--- src/rtl/oled_ctrl_if.sv ---
// oled_if: signal bundle between the controller and the Pmod OLEDrgb panel.
//   cs      - SPI chip select, active low
//   mosi    - SPI data, MSB first
//   dc_c    - data/command qualifier (0 = command, 1 = data)
//   res     - panel reset, active low
//   vss_en  - panel high-voltage rail enable
//   pmod_en - logic supply enable
// The master modport is the controller side; slave is the panel side.
interface oled_if;
  logic cs;
  logic mosi;
  logic dc_c;
  logic res;
  logic vss_en;
  logic pmod_en;

  modport master (output cs, output mosi, output dc_c, output res, output vss_en, output pmod_en);
  modport slave  (input  cs, input  mosi, input  dc_c, input  res, input  vss_en, input  pmod_en);
endinterface

--- src/rtl/oled_ctrl.sv ---
// oled_ctrl: power sequencer and SPI (mode 3) byte transmitter for the
// Pmod OLEDrgb display.
//   clk, rst           - clock, asynchronous active-high reset
//   oled               - panel rails, reset line and SPI cs/mosi/dc_c
//   sclk               - SPI clock, idles high
//   power_on, vcc_on   - level requests for logic supply and HV rail
//   tx_valid/tx_ready  - byte handshake; tx_data (MSB first), tx_dc
//   init_ready         - panel powered and accepting bytes (INIT/VCC_WAIT/RUN)
//   display_on         - HV rail settled (RUN)
// Every panel-facing output is a register; the power outputs are loaded from
// the next-state decode so they line up exactly with the state register.
module oled_ctrl #(
  parameter int CLK_DIV = 8,
  parameter int T_VDD   = 2_000_000,
  parameter int T_RES   = 300,
  parameter int T_VCC   = 10_000_000,
  parameter int T_OFF   = 40_000_000
) (
  input  logic       clk,
  input  logic       rst,
  oled_if.master     oled,
  output logic       sclk,
  input  logic       power_on,
  input  logic       vcc_on,
  input  logic       tx_valid,
  output logic       tx_ready,
  input  logic [7:0] tx_data,
  input  logic       tx_dc,
  output logic       init_ready,
  output logic       display_on
);

  typedef enum logic [2:0] {
    S_OFF, S_VDD_WAIT, S_RES_LOW, S_RES_WAIT, S_INIT, S_VCC_WAIT, S_RUN, S_OFF_WAIT
  } state_t;

  localparam int DIV_W = (CLK_DIV > 1) ? $clog2(CLK_DIV) : 1;
  localparam logic [DIV_W-1:0] DIV_LAST = DIV_W'(CLK_DIV - 1);
  localparam logic [31:0] VDD_LAST = 32'(T_VDD - 1);
  localparam logic [31:0] RES_LAST = 32'(T_RES - 1);
  localparam logic [31:0] VCC_LAST = 32'(T_VCC - 1);
  localparam logic [31:0] OFF_LAST = 32'(T_OFF - 1);

  state_t      state_reg, state_next;
  logic [31:0] cnt_reg, cnt_next;

  // Shifter: half_reg counts SCLK half-periods since cs fell (0..17),
  // div_reg counts clk cycles inside one half-period.
  logic             busy_reg;
  logic [DIV_W-1:0] div_reg;
  logic [4:0]       half_reg;
  logic [4:0]       half_inc;
  logic [6:0]       shift_reg;
  logic             cs_reg, mosi_reg, dc_reg, sclk_reg;

  logic res_reg, vss_reg, pmod_reg, init_reg, disp_reg;
  logic xfer_state;
  logic accept;

  assign half_inc = half_reg + 5'd1;

  // Next state, shared delay counter and transfer acceptance.
  always_comb begin
    state_next = state_reg;
    case (state_reg)
      S_OFF:      if (power_on) state_next = S_VDD_WAIT;
      S_VDD_WAIT: begin
        if (!power_on)               state_next = S_OFF;
        else if (cnt_reg == VDD_LAST) state_next = S_RES_LOW;
      end
      S_RES_LOW:  begin
        if (!power_on)               state_next = S_OFF;
        else if (cnt_reg == RES_LAST) state_next = S_RES_WAIT;
      end
      S_RES_WAIT: begin
        if (!power_on)               state_next = S_OFF;
        else if (cnt_reg == RES_LAST) state_next = S_INIT;
      end
      S_INIT: begin
        // Exits wait for the shifter; power-down wins over vcc_on.
        if (!busy_reg) begin
          if (!power_on)   state_next = S_OFF;
          else if (vcc_on) state_next = S_VCC_WAIT;
        end
      end
      S_VCC_WAIT: if (cnt_reg == VCC_LAST) state_next = S_RUN;
      S_RUN:      if (!busy_reg && (!vcc_on || !power_on)) state_next = S_OFF_WAIT;
      S_OFF_WAIT: if (cnt_reg == OFF_LAST) state_next = power_on ? S_INIT : S_OFF;
    endcase

    cnt_next = cnt_reg;
    if (state_next != state_reg) begin
      cnt_next = '0;
    end else if (state_reg == S_VDD_WAIT || state_reg == S_RES_LOW ||
                 state_reg == S_RES_WAIT || state_reg == S_VCC_WAIT ||
                 state_reg == S_OFF_WAIT) begin
      cnt_next = cnt_reg + 32'd1;
    end

    xfer_state = (state_reg == S_INIT) || (state_reg == S_VCC_WAIT) || (state_reg == S_RUN);
    // A byte is never taken in the same cycle the state is about to change.
    tx_ready   = xfer_state && !busy_reg && (state_next == state_reg);
    accept     = tx_valid && tx_ready;
  end

  always_ff @(posedge clk or posedge rst) begin
    if (rst) begin
      state_reg <= S_OFF;
      cnt_reg   <= '0;
      pmod_reg  <= 1'b0;
      res_reg   <= 1'b1;
      vss_reg   <= 1'b0;
      init_reg  <= 1'b0;
      disp_reg  <= 1'b0;
    end else begin
      state_reg <= state_next;
      cnt_reg   <= cnt_next;
      pmod_reg  <= (state_next != S_OFF);
      res_reg   <= (state_next != S_RES_LOW);
      vss_reg   <= (state_next == S_VCC_WAIT) || (state_next == S_RUN);
      init_reg  <= (state_next == S_INIT) || (state_next == S_VCC_WAIT) ||
                   (state_next == S_RUN);
      disp_reg  <= (state_next == S_RUN);
    end
  end

  // Frame timeline in half-periods after cs falls:
  //   odd 1..15  -> SCLK falls (mosi advances from the 2nd fall on)
  //   even 2..16 -> SCLK rises (panel samples)
  //   17         -> cs released
  //   18         -> shifter idle again
  always_ff @(posedge clk or posedge rst) begin
    if (rst) begin
      busy_reg  <= 1'b0;
      div_reg   <= '0;
      half_reg  <= '0;
      shift_reg <= '0;
      cs_reg    <= 1'b1;
      mosi_reg  <= 1'b0;
      dc_reg    <= 1'b0;
      sclk_reg  <= 1'b1;
    end else if (accept) begin
      busy_reg  <= 1'b1;
      div_reg   <= '0;
      half_reg  <= '0;
      shift_reg <= tx_data[6:0];
      cs_reg    <= 1'b0;
      mosi_reg  <= tx_data[7];
      dc_reg    <= tx_dc;
      sclk_reg  <= 1'b1;
    end else if (busy_reg) begin
      if (div_reg == DIV_LAST) begin
        div_reg  <= '0;
        half_reg <= half_inc;
        if (half_inc == 5'd18) begin
          busy_reg <= 1'b0;
          half_reg <= '0;
        end else if (half_inc == 5'd17) begin
          cs_reg <= 1'b1;
        end else if (half_inc[0]) begin
          sclk_reg <= 1'b0;
          // bit7 is already on mosi from acceptance; later falls shift.
          if (half_inc != 5'd1) begin
            mosi_reg  <= shift_reg[6];
            shift_reg <= {shift_reg[5:0], 1'b0};
          end
        end else begin
          sclk_reg <= 1'b1;
        end
      end else begin
        div_reg <= div_reg + DIV_W'(1);
      end
    end
  end

  assign oled.cs      = cs_reg;
  assign oled.mosi    = mosi_reg;
  assign oled.dc_c    = dc_reg;
  assign oled.res     = res_reg;
  assign oled.vss_en  = vss_reg;
  assign oled.pmod_en = pmod_reg;
  assign sclk         = sclk_reg;
  assign init_ready   = init_reg;
  assign display_on   = disp_reg;

endmodule

--- src/flat_wrapper.sv ---
// flat-port wrapper written by rule: the top's interface ports become plain ports
module oled_ctrl_flat 
#(
  parameter int CLK_DIV = 8,
  parameter int T_VDD   = 2_000_000,
  parameter int T_RES   = 300,
  parameter int T_VCC   = 10_000_000,
  parameter int T_OFF   = 40_000_000
)
  (clk, rst, sclk, power_on, vcc_on, tx_valid, tx_ready, tx_data, tx_dc, init_ready, display_on, oled_cs, oled_mosi, oled_dc_c, oled_res, oled_vss_en, oled_pmod_en);
  oled_if oled_i ();
  input  logic clk;
  input  logic rst;
  output logic sclk;
  input  logic power_on;
  input  logic vcc_on;
  input  logic tx_valid;
  output logic tx_ready;
  input  logic [7:0] tx_data;
  input  logic tx_dc;
  output logic init_ready;
  output logic display_on;
  output wire logic [$bits(oled_i.cs)-1:0] oled_cs;
  output wire logic [$bits(oled_i.mosi)-1:0] oled_mosi;
  output wire logic [$bits(oled_i.dc_c)-1:0] oled_dc_c;
  output wire logic [$bits(oled_i.res)-1:0] oled_res;
  output wire logic [$bits(oled_i.vss_en)-1:0] oled_vss_en;
  output wire logic [$bits(oled_i.pmod_en)-1:0] oled_pmod_en;
  assign oled_cs = oled_i.cs;
  assign oled_mosi = oled_i.mosi;
  assign oled_dc_c = oled_i.dc_c;
  assign oled_res = oled_i.res;
  assign oled_vss_en = oled_i.vss_en;
  assign oled_pmod_en = oled_i.pmod_en;
  oled_ctrl #(.CLK_DIV(CLK_DIV), .T_VDD(T_VDD), .T_RES(T_RES), .T_VCC(T_VCC), .T_OFF(T_OFF)) u_core (.clk(clk), .rst(rst), .oled(oled_i), .sclk(sclk), .power_on(power_on), .vcc_on(vcc_on), .tx_valid(tx_valid), .tx_ready(tx_ready), .tx_data(tx_data), .tx_dc(tx_dc), .init_ready(init_ready), .display_on(display_on));
endmodule
--- config.mk ---
export PLATFORM = sky130hd
export DESIGN_NAME = oled_ctrl_flat
export DESIGN_NICKNAME = d
export VERILOG_FILES = /design/src/rtl/oled_ctrl_if.sv /design/src/rtl/oled_ctrl.sv /design/src/flat_wrapper.sv
export SDC_FILE = /design/constraint.sdc
export NUM_CORES = 1
export LEC_CHECK = 0
export ABC_AREA = 1
export BUFFER_PORTS_ARGS = -buffer_cell sky130_fd_sc_hd__buf_2
export CAP_MARGIN = 25
export CORE_MARGIN = 8
export CORE_UTILIZATION = 45
export CTS_CLUSTER_DIAMETER = 200
export CTS_CLUSTER_SIZE = 12
export DETAILED_ROUTE_END_ITERATION = 7
export PLACE_DENSITY = 0.63
export SLEW_MARGIN = 20
export SYNTH_ARGS = -nofsm -noshare
export SYNTH_HDL_FRONTEND = slang
export SYNTH_SLANG_ARGS = --single-unit
--- constraint.sdc ---
create_clock -name clk -period 3.05 [get_ports clk]
set_input_delay 0 -clock clk [delete_from_list [all_inputs] [get_ports clk]]
set_output_delay 0 -clock clk [all_outputs]
set_load 0.01 [all_outputs]
# ---- After elaboration in Yosys (flattened, before gate mapping)
# Index checks and enable logic that the tools add are counted.
dict set report op_classes {
  eq_ne 23
  addsub 3
  n_mux 53
  reduce_logical 29
}
# cell count
set op_table {}
lappend op_table {{two-way mux 32 bit} 2}
lappend op_table {{two-way mux 3 bit} 17}
lappend op_table {{two-way mux 7 bit} 7}
lappend op_table {{adder 32 x 1 -> 32 bit, second input constant} 1}
lappend op_table {{== test 32 x 21 -> 1 bit, second input constant} 1}
lappend op_table {{== test 32 x 24 -> 1 bit, second input constant} 1}
lappend op_table {{== test 32 x 26 -> 1 bit, second input constant} 1}
lappend op_table {{== test 32 x 9 -> 1 bit, second input constant} 1}
lappend op_table {{== test 3 bit, second input constant} 8}
lappend op_table {{one-hot mux 3 bit (8 select lines)} 1}
lappend op_table {{two-way mux 1 bit} 22}
lappend op_table {{two-way mux 5 bit} 4}
lappend op_table {{nonzero test 2 bit} 6}
lappend op_table {{== test 5 bit, second input constant} 2}
lappend op_table {{logical OR 1 bit} 10}
lappend op_table {{AND reduction 4 bit} 2}
lappend op_table {{== test 3 x 2 -> 1 bit, second input constant} 2}
lappend op_table {{AND reduction 6 bit} 1}
lappend op_table {{adder 5 x 1 -> 5 bit, second input constant} 1}
lappend op_table {{inequality test 5 x 1 -> 1 bit, second input constant} 1}
lappend op_table {{logical AND 1 bit} 4}
lappend op_table {{inequality test 2 x 1 -> 1 bit, second input constant} 2}
lappend op_table {{adder 3 x 1 -> 3 bit, second input constant} 1}
lappend op_table {{== test 3 x 1 -> 1 bit, second input constant} 1}
lappend op_table {{other kinds (7)} 9}
dict set report totals {
  elab_cells 123
  ff_bits 60
  output_inout_bits 10
  in_bits 14
}

# ---- Logic depth before layout (Yosys ltp)
# Gate-level depths: netlist of the first run.
dict set report logic_depth {
  word_depth 10
  mapped_depth 20
  ltp_nobuf 19
}

# ---- Worst setup path after synthesis of the first run
# No wires, ideal clock.
dict set report synth_path {
  path_kind {register to register}
  start {reg u_core.cnt_reg[0]}
  end {reg u_core.mosi_reg, in the netlist u_core.oled.mosi}
  setup_ns 0.117
  stages_incl_launch_ff 17
  synth_period_minus_slack_ns 2.171
  t_required_ns 2.933
  n_path_buf 0
  t_arrival_ns 2.054
  path_slack_ns 0.879
  cell_sequence {dfrtp_1 ha_1 nand2_2 nor2_4 nand2_2 nor2_1 nand2_1 nand2_1 o21ai_2 nor2_4 nand3_4 nand2_2 nand4_4 o21ai_2 nand2_4 nand2_1 nand2_1}
}
dict set report synth_via {
  elab_chain_len 9
  elab_cells_between_ends 24
  classes_between {eq/ne: 7; mux: 10; reduce/logical: 7}
}
# element line
set synth_rtl {}
lappend synth_rtl {{from (decl)} oled_ctrl.sv:45} ;# logic [31:0] cnt_reg, cnt_next;
lappend synth_rtl {{from (signal assigned)} oled_ctrl.sv:117} ;# cnt_reg <= cnt_next;
lappend synth_rtl {{== test 32 x 9 -> 1 bit / == test 32 x 21 -> 1 bit (equally long branches)} {oled_ctrl.sv:73, oled_ctrl.sv:77, oled_ctrl.sv:69}}
lappend synth_rtl {{two-way mux 3 bit (on tied branches)} {oled_ctrl.sv:77, oled_ctrl.sv:69, oled_ctrl.sv:73}}
lappend synth_rtl {{two-way mux 3 bit (on tied branches)} {oled_ctrl.sv:76, oled_ctrl.sv:68, oled_ctrl.sv:72}}
lappend synth_rtl {{one-hot mux 3 bit (8 select lines) (*)} oled_ctrl.sv:65} ;# case (state_reg)
lappend synth_rtl {{== test 3 bit (*)} oled_ctrl.sv:102} ;# tx_ready = xfer_state && !busy_reg && (state_next == state_reg);
lappend synth_rtl {{logical AND 1 bit (*)} oled_ctrl.sv:102}
lappend synth_rtl {{logical AND 1 bit (*)} oled_ctrl.sv:103} ;# accept = tx_valid && tx_ready;
lappend synth_rtl {{inequality test 2 x 1 -> 1 bit (no line) / nonzero test 2 bit (equally long branches)} --}
lappend synth_rtl {{AND reduction 6 bit (no line)} --}
lappend synth_rtl {{to (signal assigned)} oled_ctrl.sv:148} ;# mosi_reg <= tx_data[7];
lappend synth_rtl {{to (signal assigned)} oled_ctrl.sv:164} ;# mosi_reg <= shift_reg[6];
lappend synth_rtl {{to (decl)} oled_ctrl.sv:54} ;# logic cs_reg, mosi_reg, dc_reg, sclk_reg;
# Mark *: on every way between the ends. The rest lies on a longest branch, timed or not.
# A chain may end at the register's enable or synchronous reset.

# ---- Final worst setup path of the first run
dict set report layout_path {
  start {reg u_core.cnt_reg[0]}
  end {out tx_ready}
}
dict set report layout_via {
  elab_chain_len 6
  elab_cells_between_ends 15
  classes_between {eq/ne: 5; mux: 9; reduce/logical: 1}
}
# element line
set layout_rtl {}
lappend layout_rtl {{== test 32 x 9 -> 1 bit / == test 32 x 21 -> 1 bit (equally long branches)} {oled_ctrl.sv:73, oled_ctrl.sv:77, oled_ctrl.sv:69}}
lappend layout_rtl {{two-way mux 3 bit (on tied branches)} {oled_ctrl.sv:77, oled_ctrl.sv:69, oled_ctrl.sv:73}}
lappend layout_rtl {{two-way mux 3 bit (on tied branches)} {oled_ctrl.sv:76, oled_ctrl.sv:68, oled_ctrl.sv:72}}
lappend layout_rtl {{one-hot mux 3 bit (8 select lines) (*)} oled_ctrl.sv:65}
lappend layout_rtl {{via u_core.state_next[0]} oled_ctrl.sv:44} ;# state_t state_reg, state_next;
lappend layout_rtl {{== test 3 bit (*)} oled_ctrl.sv:102}
lappend layout_rtl {{logical AND 1 bit (*)} oled_ctrl.sv:102}
lappend layout_rtl {{to (decl)} flat_wrapper.sv:18} ;# output logic tx_ready;
# Mark *: on every way through the listed nets, which the timed path passes. The rest lies on a longest branch.

==> impl_metrics.toml, run 1 <==
[setup_path]
crit_slowest_cell = "dfrtp_1"
r2r_cells = 16
cp_max_fo = 24
critPathKind = "flip-flop to output port"
cpMostUsedCell = "nand2_2"
cp.required_ns = 3.05
timing.rr.end = "u_core.oled.mosi$_DFFE_PP0P_"
slowest_delay_ns = 0.37
startpoint_type = "flip-flop"
cp-end-kind = "output port"
reg2reg_from = "u_core.cnt_reg[0]$_DFFE_PP0P_"
crit_arrival_ns = 2.76
cpLargestDelayFamily = "simple AND/OR/NAND/NOR gates"
path_buf_inv = 2
rrSetupSlack_ns = 0.43
worstPathCellList = "ha_1 -> nand2_2 -> nor2_4 -> nand2_2 -> nor2_1 -> nand2_1 -> nand2_1 -> o21ai_2 -> nor2_4 -> nand2_2 -> nand2_2 -> a21oi_4 -> inv_2 -> nor4_2 -> buf_2"

[layout]
nNetsFinal = 597
antenna_cells = 0
syn2layout_area_growth_pct = 11.5
drive_above_1_share = 0.136
largest_reg_flops = 32

[yosys]
syn-cell-area_um2 = 3940
synth_flop_cell = "dfrtp_1"
synth_xor_area_frac = 0.0578
synth_edf_count = 0
yosys.area_share.simple = 0.377
postSynthAreaPerCell_um2 = 7.22
ys_warn_count = 0
synthAdderAreaFrac = 0.0191
synth_top_family_by_area = "simple AND/OR/NAND/NOR gates"
synthDistinctLibCells = 42
synthCells = 545
syn_nets = 565
synth-async-reset-ratio = 1.00
synth-seq-cells = 60
synth.mux.area_fraction = 0
seq_area_frac_synth = 0.382
synth_compound_area_frac = 0.0820

[die]
die-area_um2 = 12000
start_util = 0.458
die_h_um = 110
coreArea_um2 = 8590
io_pins = 24
fp.dieW_um = 110
rows = 34

[detailed_routing]
dr.first_iter.drc_count = 246
drc_errors = 0
avgViaCountPerCell = 5.32
dr.pass1.iters = 7
ant_nets = 0
num_vias = 3674
wl_um = 10100
wl_per_cell_um = 14.6

[grt]
grt_pass1_wl_um = 17100
grtUsageTotal = 0.181
busiest_layer = "met2"
grt_use_met1 = 0.234
met2_usage = 0.284
antenna_found_initial = 0
grt_overflow_total = 0
first_global_vias = 3625
grt_max_degree = 39
met3_usage = 0.0434

[pwr]
p_sw_uw = 355
power.share.combinational = 0.020
ir_drop_uv = 265
p_per_area_nw_per_um2 = 360
power_uw = 1580
p_leak_uw = 0.00201
switching_share = 0.225
p_clk_frac = 0.476
power.internal_uw = 1230
seqPwrFrac = 0.503

[cts]
insertion_delay_ns = 0.34
cts_buffer_depth = 2
clk_pin_slew_worst_paths_ns = 0.07
cts_made_buffers = 9
cts_max_level = 3
post_cts_buffers = 0
cts_root_buf = "clkbuf_8"
cts_tree = "done"
cts_num_sinks = 60

[timing]
period_minus_slack_ns = 2.76
drv_slew = 0
setup_viol = 0
hold_viol = 0
rsz0062_at_grt = "no"
worstMarginPinSlew_ns = 0.793
finalCritPeriodShare = 0.906
slew-limit-headroom = 0.471
finalSetupTns_ns = 0
fmax_mhz = 362
skew_ns = 0.0103

[hold_path]
holdPathEnd = "u_core.shift_reg[4]$_DFFE_PP0P_"
hold_class = "primary input to flip-flop"
worstHoldPathCells = 5
hp-start = "tx_data[4]"

[placement]
gp_congestion = 0.972
place_hpwl_um = 7640
port_buffers = 23

[outcome]
status = "finished clean"

[run]
drv_cap = 0
==> worst reg2reg max path, stage by stage, from the launching register on <==
cell and delay, ns:
dfrtp_1 0.37, ha_1 0.24, nand2_2 0.12, nor2_4 0.13
nand2_2 0.12, nor2_1 0.12, nand2_1 0.10, nand2_1 0.09
o21ai_2 0.07, nor2_4 0.17, nand3_4 0.11, nand2_2 0.10
nand4_4 0.18, o21ai_2 0.28, nand2_4 0.16, nand2_1 0.10
nand2_1 0.05
==> synth_stat cells (8+ instances only) <==
cell / instances / area share
nand3_1: 32 / 0.041
nand2_1: 148 / 0.14
dfrtp_1: 57 / 0.36
nor3_1: 22 / 0.028
o31ai_1: 8 / 0.015
nor4_1: 8 / 0.013
inv_1: 59 / 0.056
a21oi_1: 9 / 0.011
nand4_1: 23 / 0.037
nor2_1: 76 / 0.072
nand2_2: 8 / 0.013
o21ai_0: 15 / 0.019
xor2_1: 24 / 0.053
==> layer usage <==
| metal | up-vias | routed length, um |
|---|---|---|
| met5 | - | 0 |
| li1 | 1837 | - |
| met4 | 0 | 172 |
| met2 | 130 | 4570 |
| met3 | 16 | 570 |
| met1 | 1691 | 4790 |
==> power groups by stage <==
| stage | combinational, uW | sequential [uW] | clock (uW) |
|---|---|---|---|
| final | 32.2 | 795 | 753 |
| after global routing | 37.5 | 795 | 790 |
| after CTS | 33.8 | 796 | 756 |
| after detailed placement | 31.1 | 811 | 0 |
| after global placement | 30.8 | 811 | 0 |
| after floorplan | 14.8 | 811 | 0 |
==> repair_timing <==
| action | 4_1_cts | 5_1_grt |
|---|---|---|
| hold buffers | 3 | 0 |
| endpoints found under the hold margin | 36 | 0 |
| resized for setup | 0 | 0 |
==> worst max-delay path by stage <==
stage	endpoint	from	cells past startpoint
6_report	tx_ready	u_core.cnt_reg[0]$_DFFE_PP0P_	15
5_1_grt	tx_ready	u_core.cnt_reg[0]$_DFFE_PP0P_	15
4_1_cts	tx_ready	u_core.cnt_reg[0]$_DFFE_PP0P_	14
3_5_place_dp	u_core.oled.mosi$_DFFE_PP0P_	u_core.cnt_reg[1]$_DFFE_PP0P_	16
3_3_place_gp	u_core.shift_reg[1]$_DFFE_PP0P_	u_core.cnt_reg[0]$_DFFE_PP0P_	16
2_1_floorplan	u_core.oled.mosi$_DFFE_PP0P_	u_core.cnt_reg[0]$_DFFE_PP0P_	16
==> cells in the final DEF (no fill, tap or decap), drive strengths merged <==
cell,n
ha,6
dfstp,3
o31ai,10
nand2,157
or2,1
nand3b,1
xnor2,2
buf,29
dlygate4sd3,3
nor3b,1
o2111ai,1
nor3,22
nor2,81
a21boi,1
nand4,24
a31oi,3
dfrtp,57
a21oi,10
clkinvlp,1
clkinv,3
nand3,33
inv,65
o21ai,20
clkbuf,12
xor2,24
nor4,9
bufinv,1
o41ai,2
==> logic make-up (layout without fill, tap and decap cells) <==
logic type	after synthesis	in the layout
xor+xnor	26	26
fa+ha+maj	6	6
compound gates	47	47
flops	60	60
buf+inv	77	114
simple gates	329	329
==> per-stage QoR <==
stage,cells,instance area [um2],setup WS (ns),utilization,hold WS (ns)
floorplan,545,3940,0.879,-,0.110
global placement,671,4160,0.518,0.484,0.197
detailed placement,671,4160,0.446,0.484,0.209
CTS,690,4390,0.239,0.511,0.0112
global route,690,4390,0.0356,0.511,0.0344
finish,690,4390,0.288,0.511,0.0185
==> layout make-up <==
type | instances | area, um2
fillers | 862 | 4200
multi-input cells | 408 | 2110
flip-flops and latches | 60 | 1510
inverters | 66 | 248
repair buffers | 32 | 190
clock buffers | 12 | 155
well taps | 108 | 135
clock inverters | 4 | 47.5
Power figures use the tool's default switching activity.
==> run 2: changes to the inputs <==
--- a/config.mk
+++ b/config.mk
@@ -8,11 +8,13 @@
 export ABC_AREA = 1
 export BUFFER_PORTS_ARGS = -buffer_cell sky130_fd_sc_hd__buf_2
 export CAP_MARGIN = 25
+export CORE_ASPECT_RATIO = 0.8
 export CORE_MARGIN = 8
 export CORE_UTILIZATION = 45
 export CTS_CLUSTER_DIAMETER = 200
 export CTS_CLUSTER_SIZE = 12
 export DETAILED_ROUTE_END_ITERATION = 7
+export GPL_ROUTABILITY_DRIVEN = 0
 export PLACE_DENSITY = 0.63
 export SLEW_MARGIN = 20
 export SYNTH_ARGS = -nofsm -noshare
==> run 2 against run 1 <==
Hold slack improved by 0.0091 ns. Register-to-register slack got worse by 0.02 ns. Combinational power rose by 20%. Clock skew fell by 0.0057 ns. Die area rose by 0.16%. Total power rose by 7.4%. Critical path type unchanged. Largest power group is now the clock network.
==> impl_metrics.toml, run 2 (synthesis results as in run 1) <==
[die]
start_util = 0.464
io_pins = 24
rows = 30
coreArea_um2 = 8480
die-area_um2 = 12000
die_h_um = 99.7
fp.dieW_um = 121

[layout]
stdcell_count = 698
fin_area_um2 = 4470
largest_reg_flops = 32
layout_commonest_cell = "nand2_1"
multi_input_area_um2 = 2110
syn2layout_area_growth_pct = 13.6
seqCellArea_um2 = 1510
num-fill-cells = 826
nNetsFinal = 601
drive_above_1_share = 0.138
mostFrequentLayoutCells = "148 x nand2_1, 76 x nor2_1, 58 x inv_1"
antenna_cells = 0

[pwr]
p_leak_uw = 0.00204
power_uw = 1700
ir_drop_uv = 309
p_per_area_nw_per_um2 = 379

[hold_path]
hold_class = "primary input to flip-flop"

[cts]
cts_num_sinks = 60
clk_pin_slew_worst_paths_ns = 0.07
cts_buffer_depth = 2
insertion_delay_ns = 0.35
cts_tree = "done"
cts_made_buffers = 9
cts_max_level = 3
cts_root_buf = "clkbuf_8"

[timing]
fmax_mhz = 376
hold_viol = 0
worstMarginPinSlew_ns = 0.734
period_minus_slack_ns = 2.66
rsz0062_at_grt = "no"
finalSetupTns_ns = 0
finalCritPeriodShare = 0.873
setup_viol = 0
slew-limit-headroom = 0.507
hold_ws_ns = 0.0276
drv_slew = 0
skew_ns = 0.00464

[detailed_routing]
wl_per_cell_um = 15.2
drc_errors = 0
ant_nets = 0
wl_um = 10600
avgViaCountPerCell = 5.35
dr.first_iter.drc_count = 487
dr.pass1.iters = 5
num_vias = 3736

[setup_path]
slowest_delay_ns = 0.40
cp.required_ns = 3.05
crit_slowest_cell = "dfrtp_1"
worstPathCellList = "ha_1 -> nand2_2 -> nor2_4 -> nand2_2 -> nor2_4 -> nand3_1 -> nand2_1 -> nand2_1 -> nand2_1 -> nand2_1 -> nand2_2 -> nand2_2 -> nand2_2 -> a21oi_4 -> inv_4 -> nor4_2 -> buf_2"
critPathKind = "flip-flop to output port"
startpoint_type = "flip-flop"
crit_arrival_ns = 2.66
cp_max_fo = 24
cpMostUsedCell = "nand2_2"
rrSetupSlack_ns = 0.41
cp-end-kind = "output port"

[outcome]
status = "finished clean"

[grt]
grtUsageTotal = 0.190
grt_pass1_wl_um = 18400
first_global_vias = 3680
grt_max_degree = 45
grt_overflow_total = 0
antenna_found_initial = 0

[placement]
dp.cells = 676
place_area_um2 = 4170
place_hpwl_um = 7950
port_buffers = 23

[run]
drv_cap = 0
run 2: routing by layer:
| metal | GRT usage | part of all wire |
|---|---|---|
| met1 | 0.274 | 0.50 |
| met3 | 0.0629 | 0.088 |
| met4 | 0.0479 | 0.0085 |
| met5 | 0 | 0 |
| met2 | 0.262 | 0.41 |
run 2: through the flow:
step / util / setup slack (ns)
floorplan: - / 0.879
finish: 0.527 / 0.387
detailed placement: 0.492 / 0.434
global route: 0.527 / 0.0927
global placement: 0.492 / 0.524
CTS: 0.524 / 0.0338
run 2: critical path: cells and delay by family (launching register included):
family	cells	cell delay, ns
adders and majority gates	1	0.26
AOI/OAI and AO/OA	1	0.22
and+or+nand+nor	13	1.08
buffers and inverters	2	0.32
DFF	1	0.40
run 2: final timing paths:
| kind | startpoint | endpoint | depth (start not counted) |
|---|---|---|---|
| min in group asynchronous | rst | u_core.oled.vss_en$_DFF_PP0_ | 3 |
| setup reg to reg | u_core.cnt_reg[0]$_DFFE_PP0P_ | u_core.cnt_reg[22]$_DFFE_PP0P_ | 19 |
| max in group asynchronous | rst | u_core.cnt_reg[11]$_DFFE_PP0P_ | 5 |
| hold reg to reg | u_core.sclk$_DFFE_PP1P_ | u_core.sclk$_DFFE_PP1P_ | 2 |
| hold / removal | tx_data[3] | u_core.shift_reg[3]$_DFFE_PP0P_ | 5 |
| setup / recovery | u_core.cnt_reg[0]$_DFFE_PP0P_ | tx_ready | 17 |
run 2: power by group:
part           total (uW)  switching (uW)  internal, uW  leakage, uW
clock network         862             322           540     0.000117
logic                38.6            24.3          14.3      0.00116
registers             796               0           796     0.000768
total                1700             346          1350      0.00204
run 2: repair_timing:
item                                   in CTS  in global routing
gates resized for setup                     0                  2
endpoints found under the hold margin      42                  0
hold buffers                                4                  0
setup buffers                               0                  1
setup endpoints to repair                   0                  1
run 2: cell type report:
class | count | share of cell area
Sequential cell | 60 | 0.337
Inverter | 66 | 0.0559
Tap cell | 112 | 0.0313
Clock buffer | 11 | 0.0294
Clock inverter | 5 | 0.0224
Multi-Input combinational cell | 408 | 0.472
Timing Repair Buffer | 36 | 0.0526
==> run 3: changes to the inputs <==
--- a/config.mk
+++ b/config.mk
@@ -5,7 +5,6 @@
 export SDC_FILE = /design/constraint.sdc
 export NUM_CORES = 1
 export LEC_CHECK = 0
-export ABC_AREA = 1
 export BUFFER_PORTS_ARGS = -buffer_cell sky130_fd_sc_hd__buf_2
 export CAP_MARGIN = 25
 export CORE_ASPECT_RATIO = 0.8
==> run 3 against run 2 <==
Register-to-register slack worse by 0.26 ns. Count of clock-buffer cells in the layout stayed put. Setup slack worse by 0.25 ns. Sequential power is 4.1% higher. Largest cell class unchanged. Non-clock buffer count up 4. Clock power down 8.8%. Area after synthesis decreased by 9.8%. Sequential cell count did not move. Design area fell by 8.6%. Combinational power grew to 4.8 times the previous value.
==> impl_metrics.toml, run 3 <==
[outcome]
status = "finished clean"

[setup_path]
cp-end-kind = "output port"
cp_max_fo = 4
critPathKind = "flip-flop to output port"
reg2reg_from = "u_core.half_reg[0]$_DFFE_PP0P_"
crit_arrival_ns = 2.91
cp.required_ns = 3.05
crit_start = "u_core.cnt_reg[24]$_DFFE_PP0P_"
startpoint_type = "flip-flop"

[cts]
cts_num_sinks = 60
insertion_delay_ns = 0.35
cts_made_buffers = 9
cts_max_level = 3
cts_buffer_depth = 2
clk_pin_slew_worst_paths_ns = 0.07
cts_tree = "done"
cts_root_buf = "clkbuf_8"

[detailed_routing]
ant_nets = 0
dr.pass1.iters = 4
wl_um = 7750
num_vias = 2807
dr.first_iter.drc_count = 129
avgViaCountPerCell = 5.40
wl_per_cell_um = 14.9
drc_errors = 0

[yosys]
yosysTopAreaCell = "dfrtp_1"
synth_flop_cell = "dfrtp_1"
synthTopCellsByArea = "dfrtp_1 40%, xor2_1 6.7%, nor2_1 5.8%"
synthCells = 375
postSynthAreaPerCell_um2 = 9.47
synth.top_cell.area_share = 0.402
syn_nets = 395
ys_warn_count = 0
yosysMostFrequentCell = "dfrtp_1"
syn-cell-area_um2 = 3550
synthTopCellsByCount = "57 x dfrtp_1, 55 x nor2_1, 27 x xor2_1"
synth-seq-cells = 60
synth-async-reset-ratio = 1.00
synth_edf_count = 0
seq_area_frac_synth = 0.424
synthDistinctLibCells = 55

[timing]
setup_viol = 0
worstMarginPinSlew_ns = 0.782
period_minus_slack_ns = 2.91
drv_slew = 0
finalCritPeriodShare = 0.955
slew-limit-headroom = 0.478
hold_viol = 0
skew_ns = 0.00995
fmax_mhz = 343

[layout]
syn2layout_area_growth_pct = 15.1
layout_commonest_cell = "dfrtp_1"
drive_above_1_share = 0.189
largest_reg_flops = 32
finalCoreUtilization = 0.524
fin_area_um2 = 4090
nNetsFinal = 427
antenna_cells = 0
mostFrequentLayoutCells = "57 x dfrtp_1, 55 x nor2_1, 27 x xor2_1"

[hold_path]
hold_class = "primary input to flip-flop"
hp-start = "tx_valid"

[pwr]
p_leak_uw = 0.00176
power.share.combinational = 0.102
ir_drop_uv = 220
p_clk_frac = 0.437
power.internal_uw = 1350
seqPwrFrac = 0.461
switching_share = 0.249
p_sw_uw = 447
p_per_area_nw_per_um2 = 440

[grt]
grt_overflow_total = 0
grt_pass1_wl_um = 13300
antenna_found_initial = 0
grtUsageTotal = 0.152
grt_max_degree = 38
first_global_vias = 2761

[die]
die-area_um2 = 11000
coreArea_um2 = 7800
rows = 29
io_pins = 24
start_util = 0.455
die_h_um = 95.5
fp.dieW_um = 115

[run]
drv_cap = 0

[placement]
port_buffers = 23
place_hpwl_um = 5320
place_area_um2 = 3750
[run 3: changes by cell type after synthesis, sizes merged, moves of 6 or more]
cell    delta
nor2      -26
mux2      +16
xnor2      +6
and2       +7
inv       -51
clkbuf     +8
o31ai     -10
nand3     -17
o21ai     -17
and3       +6
a21oi      +7
nor3      -13
nand2    -131
[run 3: path summary, 6_finish.rpt]
path / endpoint / cells after the start / slack [ns]
min in group asynchronous: u_core.oled.mosi$_DFFE_PP0P_ / 3 / 0.37
min: u_core.div_reg[0]$_DFFE_PP0P_ / 4 / 0.13
min reg2reg: u_core.oled.cs$_DFFE_PP1P_ / 2 / 0.52
max: tx_ready / 8 / 0.14
max in group asynchronous: u_core.cnt_reg[11]$_DFFE_PP0P_ / 4 / 1.87
max reg2reg: u_core.shift_reg[6]$_DFFE_PP0P_ / 8 / 0.15
[run 3: critical path: stages (launching register included)]
cell,delay [ns]
dfrtp_1,0.41
or4_4,0.60
or4_4,0.56
o41ai_4,0.27
o22ai_1,0.15
o21ai_1,0.15
a21o_2,0.16
a2111oi_0,0.07
buf_2,0.18
[run 3: timing repair]
item	4_1_cts	5_1_grt
endpoints found under the setup margin	0	1
hold buffers	10	0
buffers inserted	0	0
endpoints found under the hold margin	42	0
resized for setup	0	1
[run 3: cell families after synthesis]
kind of cell    Yosys count  synth area share
flops                    60             0.424
compound gates           45            0.0930
mux                      18            0.0648
fa+ha+maj                 6            0.0211
xor+xnor                 35            0.0863
simple gates            178             0.266
buf+inv                  33            0.0447
[run 3: final cells by class]
class	instances	area (um2)
Clock buffer	11	141
Clock inverter	5	75.1
Fill cell	687	3710
Inverter	14	52.6
Multi-Input combinational cell	282	1910
Sequential cell	60	1510
Tap cell	108	135
Timing Repair Buffer	40	272
[run 3: power groups by stage]
| stage | registers (uW) | clock network (uW) | logic [uW] |
|---|---|---|---|
| after floorplan | 831 | 0 | 144 |
| after global placement | 843 | 0 | 173 |
| after detailed placement | 843 | 0 | 174 |
| after CTS | 828 | 809 | 185 |
| after global routing | 831 | 843 | 204 |
| final | 829 | 786 | 184 |
[run 3: through the flow]
stage                     setup slack [ns]  hold WS (ns)  setup TNS (ns)  power, uW  std cells
after floorplan                      0.414         0.131               0        974        375
after global placement               0.267         0.190               0       1020        493
after detailed placement             0.169         0.200               0       1020        493
after CTS                           0.0991         0.154               0       1820        519
after global routing              -0.00240         0.162        -0.00240       1880        520
final                                0.137         0.135               0       1800        520
[run 3: per-layer routing]
metal | routed length [um] | GRT usage | part of all wire | vias up
met2 | 3450 | 0.233 | 0.45 | 63
met4 | 66 | 0.0403 | 0.0085 | 0
met3 | 399 | 0.0475 | 0.051 | 6
li1 | - | - | - | 1389
met5 | 0 | 0 | 0 | -
met1 | 3830 | 0.204 | 0.49 | 1349
